### config.mk
export PLATFORM = sky130hd
export DESIGN_NAME = alu_muldiv_seq
export DESIGN_NICKNAME = d
export VERILOG_FILES = /design/src/rtl/alu_muldiv_seq_pkg.sv /design/src/rtl/alu_muldiv_seq.sv
export SDC_FILE = /design/constraint.sdc
export NUM_CORES = 1
export LEC_CHECK = 0
export ABC_AREA = 1
export ABC_CLOCK_PERIOD_IN_PS = 1400
export BUFFER_PORTS_ARGS = -buffer_cell sky130_fd_sc_hd__buf_2
export CORE_MARGIN = 2
export CORE_UTILIZATION = 50
export DETAILED_ROUTE_END_ITERATION = 8
export HOLD_SLACK_MARGIN = 0.05
export PLACE_DENSITY_LB_ADDON = 0.08
export SLEW_MARGIN = 25
export SYNTH_ARGS = -nofsm -noshare
export SYNTH_HDL_FRONTEND = slang
export SYNTH_SLANG_ARGS = --single-unit
export TNS_END_PERCENT = 10
### constraint.sdc
create_clock -name clk -period 1.4 [get_ports clk]
set_input_delay 0 -clock clk [delete_from_list [all_inputs] [get_ports clk]]
set_output_delay 0 -clock clk [all_outputs]
set_load 0.02 [all_outputs]
### src/rtl/alu_muldiv_seq_pkg.sv
// Shared definitions for the multiply/divide sequencer and the 8-bit ALU it drives.
// Holds the ALU opcode encodings, flag bit positions and the sequencer state type.
package alu_muldiv_seq_pkg;

   localparam logic [3:0] ALU_ADD = 4'h0;
   localparam logic [3:0] ALU_SUB = 4'h1;

   localparam int FLAG_C = 0;
   localparam int FLAG_Z = 1;
   localparam int FLAG_N = 2;
   localparam int FLAG_V = 3;

   localparam logic [2:0] LAST_ITER_START = 3'd7;

   typedef enum logic {
      IDLE = 1'b0,
      RUN  = 1'b1
   } state_t;

endpackage

### src/rtl/alu_muldiv_seq.sv
// Multi-cycle 8x8 unsigned multiply (shift-add) and 8/8 unsigned divide (restoring)
// that performs every add and subtract through an external combinational ALU.
// r_acc holds the running high half (multiply) or partial remainder (divide);
// r_q holds the multiplier bits being consumed (multiply) or the quotient (divide).
module alu_muldiv_seq
   import alu_muldiv_seq_pkg::*;
(
   input  logic       clk,
   input  logic       rst_n,
   input  logic       start,
   input  logic       cmd,
   input  logic [7:0] opa,
   input  logic [7:0] opb,
   output logic       busy,
   output logic       done,
   output logic [7:0] res_hi,
   output logic [7:0] res_lo,
   output logic       div0,
   output logic [7:0] alu_a,
   output logic [7:0] alu_b,
   output logic [3:0] alu_op,
   input  logic [7:0] alu_out,
   input  logic [3:0] alu_flags
);

   state_t     r_state;
   logic [2:0] r_cnt;
   logic       r_cmd;
   logic [7:0] r_opnd;
   logic [7:0] r_acc;
   logic [7:0] r_q;
   logic       r_busy;
   logic       r_done;
   logic [7:0] r_resHi;
   logic [7:0] r_resLo;
   logic       r_div0;

   logic [7:0] w_shift;
   logic [7:0] w_aluA;
   logic [7:0] w_aluB;
   logic [3:0] w_aluOp;
   logic       w_carry;
   logic       w_take;
   logic       w_mulC;
   logic [7:0] w_mulS;
   logic [7:0] w_nextAcc;
   logic [7:0] w_nextQ;
   logic       w_unused_flags;

   assign w_shift        = {r_acc[6:0], r_q[7]};
   assign w_carry        = alu_flags[FLAG_C];
   assign w_unused_flags = ^alu_flags[3:1];

   // Drive the ALU from internal registers; park it on 0 + 0 when not running
   always_comb begin
      w_aluA  = 8'h00;
      w_aluB  = 8'h00;
      w_aluOp = ALU_ADD;
      if (r_state == RUN) begin
         w_aluB = r_opnd;
         if (r_cmd) begin
            w_aluA  = w_shift;
            w_aluOp = ALU_SUB;
         end else begin
            w_aluA  = r_acc;
         end
      end
   end

   assign alu_a  = w_aluA;
   assign alu_b  = w_aluB;
   assign alu_op = w_aluOp;

   // One iteration step: conditional add and shift for multiply, trial subtract for divide.
   // r_acc[7] marks a 9-bit shifted remainder, which always exceeds the divisor.
   always_comb begin
      w_take    = r_acc[7] | w_carry;
      w_mulC    = r_q[0] & w_carry;
      w_mulS    = r_q[0] ? alu_out : r_acc;
      w_nextAcc = {w_mulC, w_mulS[7:1]};
      w_nextQ   = {w_mulS[0], r_q[7:1]};
      if (r_cmd) begin
         w_nextAcc = w_take ? alu_out : w_shift;
         w_nextQ   = {r_q[6:0], w_take};
      end
   end

   // Sequencer FSM: accept in IDLE, iterate eight times in RUN, then publish results
   always_ff @(posedge clk or negedge rst_n) begin
      if (!rst_n) begin
         r_state <= IDLE;
         r_cnt   <= 3'd0;
         r_cmd   <= 1'b0;
         r_opnd  <= 8'h00;
         r_acc   <= 8'h00;
         r_q     <= 8'h00;
         r_busy  <= 1'b0;
         r_done  <= 1'b0;
         r_resHi <= 8'h00;
         r_resLo <= 8'h00;
         r_div0  <= 1'b0;
      end else begin
         r_done <= 1'b0;
         case (r_state)
            IDLE: begin
               if (start) begin
                  if (cmd && (opb == 8'h00)) begin
                     r_done  <= 1'b1;
                     r_div0  <= 1'b1;
                     r_resHi <= opa;
                     r_resLo <= 8'hFF;
                  end else begin
                     r_state <= RUN;
                     r_busy  <= 1'b1;
                     r_cnt   <= LAST_ITER_START;
                     r_cmd   <= cmd;
                     r_div0  <= 1'b0;
                     r_opnd  <= cmd ? opb : opa;
                     r_acc   <= 8'h00;
                     r_q     <= cmd ? opa : opb;
                  end
               end
            end
            RUN: begin
               r_acc <= w_nextAcc;
               r_q   <= w_nextQ;
               if (r_cnt == 3'd0) begin
                  r_state <= IDLE;
                  r_busy  <= 1'b0;
                  r_done  <= 1'b1;
                  r_resHi <= w_nextAcc;
                  r_resLo <= w_nextQ;
               end else begin
                  r_cnt <= r_cnt - 3'd1;
               end
            end
            default: r_state <= IDLE;
         endcase
      end
   end

   assign busy   = r_busy;
   assign done   = r_done;
   assign res_hi = r_resHi;
   assign res_lo = r_resLo;
   assign div0   = r_div0;

endmodule

After elaboration in Yosys (flattened, before gate mapping)
Cells that the tools add are included.

Word-level logic and storage cells: 71. Input port bits: 32. Flip-flop bits (word level): 48. Output and inout port bits: 39.

Reduce and logical (&&, ||, !) cells: 9. $add $sub $neg: 1. Mux-type cells: 41. Bitwise logic cells: 4. Equal/unequal tests: 5.

Operators with widths (number): 2-to-1 mux 8 bit (19); one-hot mux 8 bit (2 select lines) (4); AND reduction 3 bit (4); 2-to-1 mux 1 bit (11); 2-to-1 mux 3 bit (3); zero test 8 bit (1); inequality test 2 bit (second input constant) (4); one-hot mux 1 bit (2 select lines) (3); one-hot mux 3 bit (2 select lines) (1); AND reduction 2 bit (2); zero test 3 bit (1); subtractor 3 x 1 -> 3 bit (second input constant) (1); inequality test 2 x 1 -> 1 bit (second input constant) (1); inverter 1 bit (2); bitwise AND 1 bit (1); logical AND 1 bit (1); bitwise OR 1 bit (1).

Logic depth before layout (Yosys ltp)
Depth after elaboration: 5. Depth in mapped cells: 9. Depth with buffers taken out: 9.

Least setup slack after synthesis
Ideal clock, no wire load.

Path type: flip-flop to output port. Start: reg r_state. End: out alu_a[5]. Required time: 1.400 ns. Path buffers: 3. Data arrival time: 1.287 ns. Stages on the path, launching flop included: 6. Setup slack: 0.113 ns. Cell sequence: dfrtp_1 > buf_4 > buf_4 > buf_2 > nand2_1 > a21oi_1.

Longest elaborated chain between the ends: 1.

Ends and longest elaborated chain: start, declared (line alu_muldiv_seq.sv:26) `state_t r_state;`; start signal, assigned (line alu_muldiv_seq.sv:91) `r_state <= IDLE;`; start signal, assigned (line alu_muldiv_seq.sv:113) `r_state <= RUN;`; start signal, assigned (line alu_muldiv_seq.sv:128) `r_state <= IDLE;`; 2-to-1 mux 8 bit (line alu_muldiv_seq.sv:59) `if (r_state == RUN) begin`; end, declared (line alu_muldiv_seq.sv:19) `output logic [7:0] alu_a,`.

No other way between the ends.

Worst setup path in the final report
Start: reg r_cmd. End: out alu_a[3].

Longest elaborated chain between the ends: 2.

Ends and longest elaborated chain: start, declared (line alu_muldiv_seq.sv:28) `logic r_cmd;`; start signal, assigned (line alu_muldiv_seq.sv:116) `r_cmd <= cmd;`; 2-to-1 mux 8 bit (line alu_muldiv_seq.sv:61) `if (r_cmd) begin`; 2-to-1 mux 8 bit (line alu_muldiv_seq.sv:59).

No other way between the ends.

==> results.toml <==
[global_routing]
grt_usage = 0.2703
grt-ovfl-total = 0
grt_max_degree = 37
grt_pass1_wl_um = 13520
antenna_found_initial = 0
grt_pass1_vias = 2802

[yosys]
synth-seq-cells = 48
synth_cell_type_count = 26
ys_async_sr_fraction = 1.000
yosysWarnings = 0
ys_seq_area_frac = 0.4078
synth_edf_count = 0
netlist_area_um2 = 2945
syn_inst = 438
synth_top_flop_cell = "dfrtp_1"
syn_avg_cell_area_um2 = 6.724

[pwr]
peakVddDrop_v = 0.001111
p_total_mw = 8.902
p_clk_frac = 0.114
combinationalPowerShare = 0.601
power_switching_mw = 4.263
seqPwrFrac = 0.285
power_density_nw_per_um2 = 2365
intPower_mw = 4.639
switching_share = 0.4789
p_leak_nw = 2.202

[final_layout]
area_delta_synth_final_pct = 27.78
most-common-layout-cells = "nand2_1 (229), buf_2 (56), dfrtp_1 (45)"
drive_gt1_frac = 0.2292
n_fill_cell = 533
post-route-util = 0.6711
finalInstanceArea_um2 = 3764
layout_commonest_cell = "nand2_1"
nets = 561
antenna_cells = 0

[outcome]
status = "complete, no violations"

[drt]
vias = 3068
remaining_drc_errors = 0
vias_per_cell = 5.113
wl_per_cell_um = 13.37
wl_um = 8022
drt-initial-drc-count = 256
ant_nets = 0
drt_first_pass_iters = 5

[min_path]
hp-class = "in2reg"
hold_path.startpoint = "start"

[placement]
io_buffers = 64
gp_congestion = 0.9214
dpl-instance-area_um2 = 3456
place.detailed.hpwl_um = 5862
dp_slack_ns = 0.05617

[timing]
period_minus_slack_ns = 1.370
finalSetupViolations = 0
finClkSkew_ns = 0.007495
fin_ws_ns = 0.02998
setup_tns_ns = 0
hold_viol_final = 0
period_share = 0.9786
fmax_mhz = 729.9
rsz0062_at_grt = "true"
slew_viol_final = 0

[setup_path]
ff2ff_setup_slack_ns = 0.06
worstSetupEndpointType = "output pin"
cp_data_required_time_ns = 1.40
crit_start = "r_cmd"
crit_type = "reg2out"
critPathMaxFanout = 7
arrival_ns = 1.37
start_kind = "flip-flop"
r2r_start = "r_cmd"

[clock_tree]
cts_tree = "built"
worstSkewPairLatency_ns = 0.30
numCtsBuffers = 5
cts.sinks = 48
htreeDepth = 2
clk_pin_slew_ns = 0.09
clock_path_buffers = 2
clockRootBuffer = "clkbuf_8"

[die]
ios = 71
dieWidth_um = 80.75
coreArea_um2 = 5608
die_height_um = 80.75
placementRows = 27
start_util = 0.5252
fp.dieArea_um2 = 6521

[flow_run]
max_cap_viol_count = 0
[logic make-up after synthesis]
group	synth area share
muxes	0.02039
other	0.001273
AOI/OAI and AO/OA	0.06372
DFF	0.4078
adders and majority gates	0.008495
buffers and inverters	0.08623
and+or+nand+nor	0.4121
[worst max-delay path: stages, from the launching register on]
cell and delay, ns:
dfrtp_2 0.47, buf_4 0.17, nand2_1 0.09, nand2_1 0.05
a21oi_1 0.12, buf_4 0.16
[layer usage]
layer / routed length [um] / GRT usage / vias to the layer above
li1: - / - / 1531
met1: 3713 / 0.3967 / 1405
met2: 3575 / 0.4158 / 121
met3: 579 / 0.03556 / 11
met4: 153 / 0.08983 / 0
met5: 0 / 0 / -
[metrics by stage]
| stage | hold WS [ns] | instances |
|---|---|---|
| final | 0.03958 | 600 |
| after global routing | 0.06440 | 600 |
| after CTS | 0.05013 | 598 |
| after detailed placement | -0.04444 | 578 |
| after global placement | -0.04578 | 578 |
| after floorplan | -0.2956 | 440 |
[flip-flops by register name, summed over array words and instances (netlist names)]
| signal | flops |
|---|---|
| r_acc | 8 |
| r_opnd | 8 |
| r_q | 8 |
| res_hi | 8 |
| res_lo | 8 |
| r_cnt | 3 |
| busy | 1 |
| div0 | 1 |
| done | 1 |
| r_cmd | 1 |
| r_state | 1 |
[power groups by stage]
stage	Sequential (mW)	Combinational [mW]	Clock (mW)
after CTS	2.51	5.16	1.03
after global placement	2.52	5.00	0
final	2.54	5.35	1.01
after floorplan	2.74	3.21	0
after detailed placement	2.53	5.07	0
after global routing	2.62	6.02	1.10
[final timing paths]
path	depth (start not counted)	endpoint
max in group asynchronous	3	res_lo[7]
worst max-delay path	5	alu_a[3]
min in group asynchronous	2	r_q[5]
worst min-delay path	4	r_q[1]
worst max register to register	7	r_q[4]
worst min register to register	2	busy
[layout make-up]
cell class                 count  area (um^2)  area share
clock buffer                   5        68.82     0.01828
timing repair buffer         101        710.7      0.1888
timing repair inverter         1        5.005    0.001330
sequential                    48         1205      0.3201
multi-input combinational    339         1521      0.4043
clock inverter                 3        42.54     0.01130
inverter                      31        120.1     0.03191
tap                           72        90.09     0.02394
[synthesized netlist by cell type (all sizes together) (2+ instances only)]
cell type  number  share of area
nand3          45          0.082
inv            29          0.037
a21oi          12          0.020
nor2           10          0.016
clkinv          2         0.0025
dfrtp          48           0.41
mux2i           6          0.020
buf            20          0.044
or2             2         0.0042
o21ai          15          0.025
clkbuf          2         0.0025
o21a            6          0.015
ha              2         0.0085
nand2         236           0.31
[timing repair]
| item | in CTS | in global routing |
|---|---|---|
| buffers inserted | 1 | 1 |
| endpoints found under the hold margin | 58 | 0 |
| endpoints found under the setup margin | 9 | 34 |
| cloned | 0 | 1 |
| resized for setup | 3 | 22 |
| hold buffers | 11 | 0 |
| pin swaps | 0 | 1 |
(Power assumes the default switching activity.)
